[src/rtl/i2c_pkg.sv]
// Shared types for the I2C slave framing path.
package i2c_pkg;

    localparam int BIT_CNT_W = 4;

    typedef enum logic [2:0] {
        IDLE          = 3'd0,
        DATA          = 3'd1,
        ACK_WAIT_FALL = 3'd2,
        ACK_LOW       = 3'd3,
        ACK_HIGH      = 3'd4
    } timer_state_t;

endpackage

[src/rtl/scl_edge_detect.sv]
// SCL edge detector: one-cycle rise/fall flags from a synchronized line.
// The previous-sample register resets high so releasing reset with the line
// high never looks like an edge.
module scl_edge_detect (
    input  logic clk,
    input  logic n_rst,
    input  logic SCL_sync,
    output logic rise,
    output logic fall
);

    logic scl_prev_q;

    // Remember last cycle's line level.
    always_ff @(posedge clk or negedge n_rst) begin
        if (!n_rst) scl_prev_q <= 1'b1;
        else        scl_prev_q <= SCL_sync;
    end

    assign rise = SCL_sync & ~scl_prev_q;
    assign fall = ~SCL_sync & scl_prev_q;

endmodule

[src/rtl/i2c_slave_timer.sv]
// I2C slave bit/byte framing timer. Counts SCL periods between START/STOP
// and emits registered single-cycle strobes for data shifting and the ACK slot.
// Optional SCL-low timeout is built when I2C_SCL_TIMEOUT_EN is defined.
module i2c_slave_timer
    import i2c_pkg::*;
#(
    parameter int BYTE_BITS      = 8,
    parameter int TIMEOUT_CYCLES = 1024
) (
    input  logic                 clk,
    input  logic                 n_rst,
    input  logic                 SCL_sync,
    input  logic                 start,
    input  logic                 stop,
    output logic                 rx_shift,
    output logic                 tx_shift,
    output logic                 byte_received,
    output logic                 ack_prep,
    output logic                 ack_check,
    output logic                 ack_done,
    output logic [BIT_CNT_W-1:0] bit_count,
    output logic                 timeout
);

    localparam logic [BIT_CNT_W-1:0] LAST_BIT = BIT_CNT_W'(BYTE_BITS);

    timer_state_t         state_q, state_d;
    logic [BIT_CNT_W-1:0] cnt_q, cnt_d;
    logic rise, fall;
    logic to_evt;
    logic rx_q, rx_d, tx_q, tx_d, br_q, br_d;
    logic ap_q, ap_d, ac_q, ac_d, ad_q, ad_d, to_q, to_d;

    scl_edge_detect u_edge (
        .clk      (clk),
        .n_rst    (n_rst),
        .SCL_sync (SCL_sync),
        .rise     (rise),
        .fall     (fall)
    );

`ifdef I2C_SCL_TIMEOUT_EN
    localparam int                TO_W    = $clog2(TIMEOUT_CYCLES) + 1;
    localparam logic [TO_W-1:0]   TO_LAST = TO_W'(TIMEOUT_CYCLES - 1);

    logic [TO_W-1:0] tocnt_q, tocnt_d;

    // Low-time counter: parked in IDLE, cleared by a rise, counts while SCL low.
    always_comb begin
        to_evt  = (state_q != IDLE) && !SCL_sync && (tocnt_q == TO_LAST);
        tocnt_d = tocnt_q;
        if (state_q == IDLE || rise || to_evt) tocnt_d = '0;
        else if (!SCL_sync)                    tocnt_d = tocnt_q + 1'b1;
    end

    // Low-time counter register.
    always_ff @(posedge clk or negedge n_rst) begin
        if (!n_rst) tocnt_q <= '0;
        else        tocnt_q <= tocnt_d;
    end
`else
    // TIMEOUT_CYCLES has no effect in this build.
    localparam int unused_timeout_cycles = TIMEOUT_CYCLES;
    assign to_evt = 1'b0;
`endif

    // State and bit counter registers.
    always_ff @(posedge clk or negedge n_rst) begin
        if (!n_rst) begin
            state_q <= IDLE;
            cnt_q   <= '0;
        end else begin
            state_q <= state_d;
            cnt_q   <= cnt_d;
        end
    end

    // Next state: stop beats start beats timeout beats any SCL edge.
    always_comb begin
        state_d = state_q;
        cnt_d   = cnt_q;
        if (stop) begin
            state_d = IDLE;
            cnt_d   = '0;
        end else if (start) begin
            state_d = DATA;
            cnt_d   = '0;
        end else if (to_evt) begin
            state_d = IDLE;
            cnt_d   = '0;
        end else begin
            case (state_q)
                DATA: begin
                    if (rise) begin
                        if (cnt_q != LAST_BIT)         cnt_d   = cnt_q + 1'b1;
                        if (cnt_q + 1'b1 == LAST_BIT)  state_d = ACK_WAIT_FALL;
                    end
                end
                ACK_WAIT_FALL: if (fall) state_d = ACK_LOW;
                ACK_LOW:       if (rise) state_d = ACK_HIGH;
                ACK_HIGH: begin
                    if (fall) begin
                        state_d = DATA;
                        cnt_d   = '0;
                    end
                end
                default: ;
            endcase
        end
    end

    // Strobe decode; start/stop/timeout suppress all framing strobes.
    always_comb begin
        rx_d = 1'b0;
        tx_d = 1'b0;
        br_d = 1'b0;
        ap_d = 1'b0;
        ac_d = 1'b0;
        ad_d = 1'b0;
        to_d = to_evt && !stop && !start;
        if (!stop && !start && !to_evt) begin
            case (state_q)
                DATA: begin
                    rx_d = rise;
                    br_d = rise && (cnt_q + 1'b1 == LAST_BIT);
                    // The fall right after START (count 0) shifts nothing.
                    tx_d = fall && (cnt_q != '0) && (cnt_q < LAST_BIT);
                end
                ACK_WAIT_FALL: ap_d = fall;
                ACK_LOW:       ac_d = rise;
                ACK_HIGH:      ad_d = fall;
                default: ;
            endcase
        end
    end

    // Strobe registers: every strobe lags its cause by one clk.
    always_ff @(posedge clk or negedge n_rst) begin
        if (!n_rst) begin
            rx_q <= 1'b0;
            tx_q <= 1'b0;
            br_q <= 1'b0;
            ap_q <= 1'b0;
            ac_q <= 1'b0;
            ad_q <= 1'b0;
            to_q <= 1'b0;
        end else begin
            rx_q <= rx_d;
            tx_q <= tx_d;
            br_q <= br_d;
            ap_q <= ap_d;
            ac_q <= ac_d;
            ad_q <= ad_d;
            to_q <= to_d;
        end
    end

    assign rx_shift      = rx_q;
    assign tx_shift      = tx_q;
    assign byte_received = br_q;
    assign ack_prep      = ap_q;
    assign ack_check     = ac_q;
    assign ack_done      = ad_q;
    assign timeout       = to_q;
    assign bit_count     = cnt_q;

endmodule

[config.mk]
export PLATFORM = sky130hd
export DESIGN_NAME = i2c_slave_timer
export DESIGN_NICKNAME = d
export VERILOG_FILES = /design/src/rtl/i2c_pkg.sv /design/src/rtl/scl_edge_detect.sv /design/src/rtl/i2c_slave_timer.sv
export SDC_FILE = /design/constraint.sdc
export NUM_CORES = 1
export LEC_CHECK = 0
export ABC_AREA = 1
export CAP_MARGIN = 20
export CELL_PAD_IN_SITES_DETAIL_PLACEMENT = 0
export CELL_PAD_IN_SITES_GLOBAL_PLACEMENT = 1
export CORE_MARGIN = 8
export CORE_UTILIZATION = 46
export DETAILED_ROUTE_END_ITERATION = 10
export DONT_BUFFER_PORTS = 1
export MAX_ROUTING_LAYER = met4
export PLACE_DENSITY = 0.87
export SLEW_MARGIN = 20
export SYNTH_ARGS = -nofsm -noshare
export SYNTH_HDL_FRONTEND = slang
export SYNTH_SLANG_ARGS = --single-unit
[constraint.sdc]
create_clock -name clk -period 2.77 [get_ports clk]
set_input_delay 0.277 -clock clk [delete_from_list [all_inputs] [get_ports clk]]
set_output_delay 0.277 -clock clk [all_outputs]
set_load 0.05 [all_outputs]
# Yosys cells after proc, flatten, opt, wreduce, memory -nomap -nowiden
# Index checks and enable logic that the tools add are counted.
op_classes:
  n_div: 0
  n_bitwise: 4
  n_reduce_logical: 11
  add_sub_neg: 1
  shift: 0
  mul: 0
  n_lt_le_gt_ge: 1
  eq_ne: 12
  muxes: 26
op_table:
  columns: ["operator", "n"]
  rows:
  - ["4-bit inequality test, second input constant", 7]
  - ["3-bit 2-to-1 mux", 7]
  - ["4-bit 2-to-1 mux", 5]
  - ["1-bit 2-to-1 mux", 12]
  - ["3-bit one-hot mux with 4 select lines", 1]
  - ["4-bit one-hot mux with 2 select lines", 1]
  - ["4-bit nonzero test", 2]
  - ["3-bit by 2-bit == test with 1-bit output, second input constant", 2]
  - ["6-bit AND reduction", 1]
  - ["6-bit nonzero test", 1]
  - ["4-bit by 1-bit adder with 4-bit output, second input constant", 1]
  - ["4-bit == test, second input constant", 1]
  - ["1-bit logical AND", 4]
  - ["4-bit < comparator, second input constant", 1]
  - ["4-bit AND reduction", 1]
  - ["3-bit by 1-bit == test with 1-bit output, second input constant", 1]
  - ["3-bit == test, second input constant", 1]
  - ["1-bit AND", 2]
  - ["1-bit zero test", 2]
  - ["1-bit inverter", 2]
totals:
  output_inout_bits: 11
  mem_bits_ro: 0
  latch_bits: 0
  ramBits: 0
  register_bits: 14
  elab_cells: 64
  input_bits: 5
  mem_count: 0

# Logic depth before layout (Yosys ltp)
depth:
  ltp_word: 7
  ltp_mapped: 9

# Hierarchy
# Synthesis repeated with hierarchy kept, for this count alone.
hier_totals:
  hier_cells: 107
  hier_area_um2: 833.3
modules_own_cells:
  columns: ["mod", "area_each_um2", "cells_each", "n_inst"]
  rows:
  - ["i2c_slave_timer", 792.0, 102, 1]
  - ["scl_edge_detect", 41.3, 5, 1]

# Worst setup path before layout
# OpenSTA, ideal clock, no wires.
synth_timing:
  path_kind: "register -> register"
  startpoint: "register cnt_q[0] (netlist: bit_count[0])"
  endpoint: "register cnt_q[2] (netlist: bit_count[2])"
  slack_ns: 1.214
  t_arrival_ns: 1.432
  t_required_ns: 2.647
  synth_period_minus_slack_ns: 1.556
  stages_incl_launch_ff: 9
  setup_time_ns: 0.123
  cell_sequence: "dfrtp_1 -> inv_1 -> ha_1 -> inv_1 -> nor3_1 -> nand2_2 -> nand3_4 -> nand2_1 -> o21ai_1"
synth_between:
  elab_chain_cells: 6
synth_rtl:
  columns: ["element", "line", "source"]
  rows:
  - ["start, declared", "i2c_slave_timer.sv:28", "logic [BIT_CNT_W-1:0] cnt_q, cnt_d;"]
  - ["start signal, assigned", "i2c_slave_timer.sv:74", "cnt_q <= cnt_d;"]
  - ["4-bit by 1-bit adder with 4-bit output", "i2c_slave_timer.sv:95", "if (cnt_q != LAST_BIT) cnt_d = cnt_q + 1'b1;"]
  - ["4-bit 2-to-1 mux", "i2c_slave_timer.sv:95", null]
  - ["4-bit 2-to-1 mux", "i2c_slave_timer.sv:94", "if (rise) begin"]
  - ["4-bit one-hot mux with 2 select lines", "i2c_slave_timer.sv:92", "case (state_q)"]
  - ["4-bit 2-to-1 mux", "i2c_slave_timer.sv:85", "end else if (start) begin"]
  - ["4-bit 2-to-1 mux", "i2c_slave_timer.sv:82", "if (stop) begin"]
# Several ways; a longest one is shown, not always the timed one. The select of a mux whose other input is x is not followed.
# A chain may end at the register's enable or synchronous reset.

# Worst setup path after layout
layout_timing:
  startpoint: "register cnt_q[1] (netlist: bit_count[1])"
  endpoint: "register state_q[0]"
layout_between:
  elab_chain_cells: 4
layout_rtl:
  columns: ["element", "line", "source"]
  rows:
  - ["4-bit by 1-bit adder with 4-bit output", "i2c_slave_timer.sv:96", "if (cnt_q + 1'b1 == LAST_BIT) state_d = ACK_WAIT_FALL;"]
  - ["4-bit == test", "i2c_slave_timer.sv:96", null]
  - ["4-bit inequality test (no line)", null, null]
  - ["6-bit AND reduction (no line)", null, null]
  - ["end signal, assigned", "i2c_slave_timer.sv:73", "state_q <= state_d;"]
  - ["end, declared", "i2c_slave_timer.sv:27", "timer_state_t state_q, state_d;"]
# No other way between the ends.

==> results.py <==
metrics = {
    "run_status": {
        "outcome": "complete, no violations",
    },
    "logic_synthesis": {
        "syn_inst": 103,
        "postSynthAreaPerCell_um2": 7.80,
        "postSynthNetCount": 110,
        "yosysSeqAreaShare_pct": 43.8,
        "synth.cell_area_um2": 803,
        "synth_seq_cells": 14,
        "synth_warnings": 0,
        "ys_types": 19,
    },
    "global_routing": {
        "grt_max_degree": 15,
        "first_global_vias": 626,
        "grt_util_all_layers_pct": 10.9,
        "grt-ovfl-total": 0,
        "grt_antenna_before_repair": 0,
        "global_route_wire_length_before_repair_um": 2750,
    },
    "setup_path": {
        "critPathMaxStageDelay_ns": 0.73,
        "crit_top_cell": "sky130_fd_sc_hd__nand2_1",
        "worstPathCellList": "ha_1 > nand2_1 > inv_1 > nand3_1 > nand2_1 > nand3_2 > nand2_1 > nand2_1",
        "crit_path_max_fanout": 6,
        "worstRegToRegCells": 8,
        "timing.critical_path.required_ns": 2.94,
        "reg2reg_setup_slack_ns": 1.02,
        "slowest_stage": "sky130_fd_sc_hd__dfrtp_1",
        "worstReg2RegEnd": "state_q[0]$_DFFE_PN0P_",
        "critPathCapture": "state_q[0]$_DFFE_PN0P_",
        "worstPathArrival_ns": 1.92,
        "critical_path_class": "flip-flop to flip-flop",
        "end_kind": "flip-flop",
        "timing.rr.start": "bit_count[1]$_DFFE_PN0P_",
        "worst_setup_path_startpoint": "bit_count[1]$_DFFE_PN0P_",
        "element_type_at_the_critical_path_start": "flip-flop",
    },
    "timing": {
        "clock_skew_ns": 0.00347,
        "rsz0062_at_grt": "false",
        "finalCritPeriodShare_pct": 63.2,
        "setup_viol": 0,
        "post-route-worst-setup-slack_ns": 1.02,
        "timing.slew.headroom_pct": 56.5,
        "totalNegativeSetupSlack_ns": 0,
        "worst_slew_pin_slew_ns": 0.653,
        "report.final.hold_viol_count": 0,
        "timing_max_transition_violations_final": 0,
        "achievable-frequency_ghz": 0.571,
        "period_minus_slack_ns": 1.75,
    },
    "floorplan": {
        "num_io_pins": 16,
        "initial_core_util_pct": 47.6,
        "fp.dieH_um": 57.8,
        "coreArea_um2": 1690,
        "fp.dieW_um": 57.8,
        "floorplan.die_area_um2": 3340,
        "rows": 15,
    },
    "clocking": {
        "total_of_hold_buffers_inserted_after_clock_tree_synthesis": 2,
        "cts_setup_buffers": 0,
        "cts_root_buf": "sky130_fd_sc_hd__clkbuf_4",
        "cts_repair_resize_count": 0,
        "cts-buffers-inserted": 3,
        "cts_tree": "yes",
        "clock-sinks": 14,
        "clock_insertion_delay_worst_skew_ns": 0.27,
        "ctsHtreeMaxLevel": 1,
        "clk_pin_slew_worst_paths_ns": 0.08,
        "cts.path.max_buffers": 2,
    },
    "routing": {
        "drt_iter0_drc": 12,
        "vias": 631,
        "drt.antenna.violating_nets": 0,
        "route.detailed.vias_per_inst": 5.05,
        "detail_route.drc_violations": 0,
        "detail_route.wl_per_cell_um": 12.1,
        "drt_pass1_iterations": 4,
        "route.final.wire_length_um": 1510,
    },
    "placed_design": {
        "detailedPlacementHpwl_um": 1230,
        "io_buffers": 0,
        "gp_routability_congestion": 0.816,
        "pre_cts_ws_ns": 1.04,
    },
    "cells_and_area": {
        "drive_above_1_share_pct": 19.4,
        "antenna_cells": 0,
        "final_net_count": 116,
        "area_delta_synth_final_pct": 8.72,
    },
    "pwr": {
        "p_per_area_nw_per_um2": 552,
        "cellLeakagePower_nw": 0.451,
        "ir_drop_mv": 0.355,
    },
    "job": {
        "max_cap_violations": 0,
    },
    "worst_hold_path": {
        "hold_path.class": "primary input to flip-flop",
    },
}
## cell usage after synthesis, drive strengths merged
library cell | number | area, um2
dfstp | 1 | 26.3
o21ai | 6 | 30.0
ha | 2 | 25.0
nand3 | 8 | 57.6
nand2 | 30 | 123
nor3 | 3 | 15.0
dfrtp | 13 | 325
nand4 | 4 | 25.0
conb | 1 | 3.75
buf | 1 | 7.51
nor2 | 20 | 113
inv | 14 | 52.6
## metrics by stage
| step | hold slack [ns] | cells | power [mW] | utilization, % | instance area (um2) |
|---|---|---|---|---|---|
| 6_report | 0.163 | 125 | 0.482 | 51.7 | 873 |
| 2_1_floorplan | -0.0186 | 103 | 0.322 | - | 803 |
| 3_3_place_gp | -0.0182 | 119 | 0.336 | 48.4 | 817 |
| 5_1_grt | 0.167 | 125 | 0.518 | 51.7 | 873 |
| 4_1_cts | 0.158 | 125 | 0.487 | 51.7 | 873 |
| 3_5_place_dp | -0.0181 | 119 | 0.338 | 48.4 | 817 |
## worst min path at each step
stage              from             endpoint  slack [ns]  cells past startpoint
2_1_floorplan     n_rst  ack_check$_DFF_PN0_       -0.02                      0
5_1_grt        SCL_sync  ack_check$_DFF_PN0_        0.17                      2
3_5_place_dp      n_rst  ack_check$_DFF_PN0_       -0.02                      0
4_1_cts        SCL_sync  ack_check$_DFF_PN0_        0.16                      2
3_3_place_gp      n_rst  ack_check$_DFF_PN0_       -0.02                      0
6_report       SCL_sync  ack_check$_DFF_PN0_        0.16                      2
## flip-flops by register name (all words and copies together) (netlist names)
name               flops
state_q                3
bit_count              4
rx_shift               1
ack_check              1
byte_received          1
tx_shift               1
ack_done               1
u_edge.scl_prev_q      1
ack_prep               1
## layout make-up
cell class | count | area [um2]
inverters | 14 | 52.6
clock buffers | 4 | 36.3
fillers | 157 | 816
well taps | 17 | 21.3
repair buffers | 2 | 20.0
flip-flops and latches | 14 | 352
multi-input cells | 74 | 392
## cells in the final DEF, fill, tap and decap left out, drive strengths merged
| cell | Yosys | final |
|---|---|---|
| nor2 | 20 | 20 |
| nand3 | 8 | 8 |
| o21ai | 6 | 6 |
| inv | 14 | 14 |
| dfrtp | 13 | 13 |
| conb | 1 | 1 |
| dlygate4sd3 | 0 | 2 |
| ha | 2 | 2 |
| nor3 | 3 | 3 |
| clkbuf | 0 | 4 |
| nand4 | 4 | 4 |
| dfstp | 1 | 1 |
| nand2 | 30 | 30 |
## where the power goes
group | leakage (nW) | switching [mW] | internal (mW)
Sequential | 0.189 | 0.0309 | 0.215
Clock | 0.0210 | 0.0636 | 0.0799
Combinational | 0.241 | 0.0611 | 0.0314
## cells by family (layout without fill, tap and decap cells)
logic type	Yosys count	count (layout)	share of synthesized area (%)
simple gates	65	65	41.4
buf+inv	15	20	7.48
flops	14	14	43.8
compound gates	6	6	3.74
fa+ha+maj	2	2	3.11
other cells	1	1	0.467
## worst max-delay path: cells and delay by family, from the launching register on
family                   cells  cell delay, ns
buffers and inverters        1            0.09
adder cells (fa/ha/maj)      1            0.29
flip-flops                   1            0.73
AND/OR/NAND/NOR              6            0.52
## routing by layer
metal,vias up,global-route usage [%],share of wire [%],routed length (um)
met1,283,12.0,44,664
met3,0,5.74,6.8,103
met5,-,-,0,0
met4,0,3.15,0,0
met2,18,16.9,49,740
li1,330,-,-,-
No activity file was read; power rests on OpenSTA's default activity.
